<file path="src/rtl/secded_pkg.sv">
// Shared types and default geometry for the SECDED decode engine:
// FSM state encoding, decode-result record and result-word packing.
package secded_pkg;

  localparam int unsigned SRC_BASE_DEF  = 64;
  localparam int unsigned DST_BASE_DEF  = 94;
  localparam int unsigned NUM_WORDS_DEF = 15;

  typedef enum logic [2:0] {
    IDLE,
    RD_LO,
    RD_HI,
    DECODE,
    WR_LO,
    WR_HI,
    DONE
  } state_t;

  typedef struct packed {
    logic        dbl;
    logic        sec;
    logic [11:1] data;
  } decode_t;

  function automatic logic [15:0] pack_result(input decode_t r);
    return {r.dbl, r.sec, 3'b000, r.data};
  endfunction

endpackage

</file>
<file path="src/rtl/secded_syndrome.sv">
// Combinational check/correct of one extended-Hamming (16,11) codeword.
// Define SECDED_SEC_FLAG_EN to report corrected single-bit errors in the sec flag.
module secded_syndrome
  import secded_pkg::*;
(
  input  logic [15:0] codeword,
  output decode_t     result
);

  logic [3:0]  syndrome;
  logic        parity;
  logic [15:0] fixed;

  always_comb begin
    // NOTE: every signal written here gets a default first, so no path can infer a latch.
    syndrome = '0;
    for (int k = 1; k < 16; k++) begin
      if (codeword[k]) syndrome ^= 4'(k);
    end
    parity = ^codeword;

    // Odd overall parity means one flipped bit; syndrome 0 points at p16 itself.
    fixed = codeword;
    if (parity) fixed[syndrome] = ~codeword[syndrome];

    result.dbl = (syndrome != 4'd0) && !parity;
`ifdef SECDED_SEC_FLAG_EN
    result.sec = parity && (syndrome != 4'd0);
`else
    result.sec = 1'b0;
`endif
    result.data = {fixed[15:9], fixed[7:5], fixed[3]};
  end

endmodule

</file>
<file path="src/rtl/secded_decode_engine.sv">
// Walks NUM_WORDS codewords from SRC_BASE, decodes each and writes results to DST_BASE.
// Honours SECDED_SEC_FLAG_EN through secded_syndrome.
module secded_decode_engine
  import secded_pkg::*;
#(
  parameter int unsigned SRC_BASE  = SRC_BASE_DEF,
  parameter int unsigned DST_BASE  = DST_BASE_DEF,
  parameter int unsigned NUM_WORDS = NUM_WORDS_DEF
) (
  input  logic       clk,
  input  logic       reset,
  input  logic       req,
  output logic       ack,
  output logic [7:0] mem_addr,
  input  logic [7:0] mem_rd_data,
  output logic       mem_wr_en,
  output logic [7:0] mem_wr_data
);

  localparam int unsigned CNT_W = 7;
  localparam logic [7:0]       SRC_B = 8'(SRC_BASE);
  localparam logic [7:0]       DST_B = 8'(DST_BASE);
  localparam logic [CNT_W-1:0] LAST  = CNT_W'(NUM_WORDS - 1);

  state_t           state, next_state;
  logic [CNT_W-1:0] word_cnt;
  logic [7:0]       word_off;
  logic [7:0]       cw_lo, cw_hi;
  decode_t          dec_d, dec_q;
  logic [15:0]      result_word;

  secded_syndrome u_syndrome (
    .codeword ({cw_hi, cw_lo}),
    .result   (dec_d)
  );

  // Byte offset of the current word; wraps modulo 256 with the base add.
  assign word_off    = {word_cnt, 1'b0};
  assign result_word = pack_result(dec_q);

  always_ff @(posedge clk or negedge reset) begin
    // NOTE: sequential state uses non-blocking assignments so every flop samples pre-edge values.
    if (!reset) state <= IDLE;
    else        state <= next_state;
  end

  always_comb begin
    next_state = state;
    case (state)
      IDLE:    if (req) next_state = RD_LO;
      RD_LO:   next_state = RD_HI;
      RD_HI:   next_state = DECODE;
      DECODE:  next_state = WR_LO;
      WR_LO:   next_state = WR_HI;
      WR_HI:   next_state = (word_cnt == LAST) ? DONE : RD_LO;
      DONE:    next_state = IDLE;
      default: next_state = IDLE;
    endcase
  end

  always_ff @(posedge clk or negedge reset) begin
    if (!reset) begin
      word_cnt <= '0;
      cw_lo    <= '0;
      cw_hi    <= '0;
      dec_q    <= '0;
      ack      <= 1'b0;
    end else begin
      ack <= (next_state == DONE);
      case (state)
        IDLE:    if (next_state == RD_LO) word_cnt <= '0;
        RD_LO:   cw_lo <= mem_rd_data;
        RD_HI:   cw_hi <= mem_rd_data;
        DECODE:  dec_q <= dec_d;
        WR_HI:   if (next_state == RD_LO) word_cnt <= word_cnt + 1'b1;
        default: ;
      endcase
    end
  end

  // Memory port is a pure decode of state, so reset forces it to zero at once.
  always_comb begin
    mem_addr    = '0;
    mem_wr_en   = 1'b0;
    mem_wr_data = '0;
    case (state)
      RD_LO: mem_addr = SRC_B + word_off;
      RD_HI: mem_addr = SRC_B + word_off + 8'd1;
      WR_LO: begin
        mem_addr    = DST_B + word_off;
        mem_wr_en   = 1'b1;
        mem_wr_data = result_word[7:0];
      end
      WR_HI: begin
        mem_addr    = DST_B + word_off + 8'd1;
        mem_wr_en   = 1'b1;
        mem_wr_data = result_word[15:8];
      end
      default: ;
    endcase
  end

endmodule
</file>
<file path="config.mk">
export PLATFORM = sky130hd
export DESIGN_NAME = secded_decode_engine
export DESIGN_NICKNAME = d
export VERILOG_FILES = /design/src/rtl/secded_pkg.sv /design/src/rtl/secded_syndrome.sv /design/src/rtl/secded_decode_engine.sv
export SDC_FILE = /design/constraint.sdc
export NUM_CORES = 1
export LEC_CHECK = 0
export CAP_MARGIN = 20
export CORE_MARGIN = 3
export CORE_UTILIZATION = 37
export DETAILED_ROUTE_END_ITERATION = 16
export PLACE_DENSITY = 0.56
export SLEW_MARGIN = 20
export SYNTH_ARGS = -nofsm -noshare
export SYNTH_HDL_FRONTEND = slang
export SYNTH_HIERARCHICAL = 1
export SYNTH_SLANG_ARGS = --single-unit
</file>
<file path="constraint.sdc">
create_clock -name clk -period 4.19 [get_ports clk]
set_input_delay 0.419 -clock clk [delete_from_list [all_inputs] [get_ports clk]]
set_output_delay 0.419 -clock clk [all_outputs]
set_load 0.01 [all_outputs]
</file>
==> results_dict.tcl <==
set metrics [dict create \
    maxCapViolCount 0 \
    worst_r2r_path_depth 8 \
    timing.final.crit_share_pct 74.00 \
    detail_route.wl_per_cell_um 14.63 \
    area_growth_pct 15.36 \
    setup_viol 0 \
    clock.fmax_mhz 322.5 \
    hold_path_class "in2async" \
    grt_pass1_wl_um 9646 \
    gp_congestion 0.7883 \
    fillers 699 \
    post-cts-setup-buffers 0 \
    cts_buffer_depth 2 \
    wl_um 5734 \
    netlist_area_um2 2778 \
    first_iter_violations 86 \
    start_util_pct 39.57 \
    synthDistinctLibCells 56 \
    crit_chain "nand2b_1 > nor2_1 > a211oi_1 > a2111oi_0 > clkdlybuf4s50_1" \
    layout-drive-gt1-share_pct 18.92 \
    final_common_cell "dfrtp_1" \
    placed_cells 385 \
    ant_nets 0 \
    final_nets 310 \
    grt_remaining_overflow 0 \
    end_kind "output pin" \
    chipHeight_um 92.65 \
    vias 2010 \
    dp_hpwl_um 4308 \
    die-area_um2 8583 \
    path_class "reg2out" \
    cts_tree "yes" \
    synthCells 276 \
    tightestPinTransition_ns 0.8853 \
    rows 30 \
    grt_max_degree 41 \
    antenna_found_initial 0 \
    dr.pass1.iters 4 \
    skew_ns 0.004713 \
    die_w_um 92.65 \
    cp-start-kind "flop" \
    ctsHoldBuffers 0 \
    cts_root_buf "clkbuf_8" \
    relSlewSlack_pct 40.98 \
    synth_nets 290 \
    drv_slew 0 \
    path_clk_slew_ns 0.08 \
    core_area_um2 7019 \
    portBuffers 28 \
    clock-sinks 40 \
    n_antenna_cell 0 \
    clk_latency_ns 0.29 \
    crit_arrival_ns 2.68 \
    avgSynthCellArea_um2 10.06 \
    status "complete, no violations" \
    first_global_vias 1918 \
    multiInputGateArea_um2 1645 \
    period_needed_ns 3.101 \
    groute.usage.overall_pct 14.19 \
    rsz0062_at_grt "no" \
    final_cell_mix "dfrtp_1, mux2_2, clkdlybuf4s50_1" \
    critPathMaxFanout 15 \
    cts_max_level 2 \
    ys_warn_count 6 \
    synth_edf_count 0 \
    ys.flop_type "dfrtp_1" \
    pin_count 29 \
    slowest_delay_ns 0.64 \
    vias_per_cell 5.128 \
    tns_ns 0 \
    drc_errors 0 \
    seq_area_frac_synth_pct 36.04 \
    stdcell_count 392 \
    ys_ff_latch 40 \
    cp_data_required_time_ns 3.77 \
    seq_area_um2 1001 \
    finalHoldViolations 0 \
    crit_path_top_delay_cell "dfrtp_1" \
    ctsResizeCount 0 \
    cts_buffers 5 \
    async_flop_share_pct 100.0 \
]
-- metrics by stage --
step	instance area [µm²]	worst slack, ns	utilization, %	hold WS [ns]
after floorplan	2778	1.809	-	0.1234
after global placement	3075	1.357	43.81	0.4856
after detailed placement	3075	1.322	43.81	0.4950
after CTS	3204	1.045	45.65	0.2787
after global routing	3204	0.8817	45.65	0.3016
final	3204	1.089	45.65	0.2446
-- layout make-up --
cell class,instances,area share [%]
inverters,9,1.054
repair buffers,28,8.590
multi-input cells,212,51.35
flip-flops and latches,40,31.24
clock inverters,2,1.874
well taps,96,3.749
clock buffers,5,2.148
-- path summary, 6_finish.rpt --
| path | start | endpoint | slack (ns) |
|---|---|---|---|
| min in group clk | dec_q[4] | dec_q[4] | 0.51 |
| min | reset | cw_hi[1] | 0.24 |
| max | state[2] | mem_addr[7] | 1.09 |
| max reg2reg | cw_hi[7] | dec_q[5] | 1.29 |
| max in group asynchronous | reset | dec_q[12] | 3.39 |
| min reg2reg | dec_q[4] | dec_q[4] | 0.51 |
-- critical path, delay by kind of cell, from the launching register on --
kind                   cells  cell delay, ns
buffers and inverters      1            0.61
flip-flops                 1            0.64
AO/OA/AOI/OAI              2            0.47
AND/OR/NAND/NOR            2            0.66
-- cells in the mapped netlist, types with 4 or more instances --
library cell  number  area (µm²)
inv_1              8       30.03
xnor2_1           15       131.4
o21ai_1            4       20.02
mux2_2            36       405.4
buf_4              7       52.55
o21ai_0            8       40.04
mux2i_1           17       170.2
a21oi_1            7       35.03
nor3_1             4       20.02
nor3b_1            6       45.04
nand3_1            8       40.04
buf_2              6       30.03
nand2_1           20       75.07
dfrtp_1           40        1001
nor2_1            24       90.09
xor2_1             5       43.79
-- state kept, by name, summed over array words and instances, names as in the netlist --
register	flops
ack	1
cw_hi	8
cw_lo	8
dec_q	13
state	3
word_cnt	7
-- routing by layer --
layer | vias up | wire length (µm) | share of wire [%] | global-route usage (%)
li1 | 1008 | - | - | -
met1 | 947 | 2942 | 51 | 20.65
met2 | 45 | 2443 | 43 | 20.54
met3 | 10 | 244 | 4.3 | 3.006
met4 | 0 | 104 | 1.8 | 5.372
met5 | - | 0 | 0 | 0
-- kinds of logic after synthesis --
family                   share of synthesized area [%]
other                                           0.1350
buffers and inverters                            4.730
AND/OR/NAND/NOR                                  16.31
XOR/XNOR                                         10.50
flip-flops                                       36.04
adder cells (fa/ha/maj)                          1.351
multiplexers                                     21.67
AO/OA/AOI/OAI                                    9.279
Power is left out: the tool's default activity adds up to more than one toggle a clock period on the data nets, which glitch-free logic cannot reach.
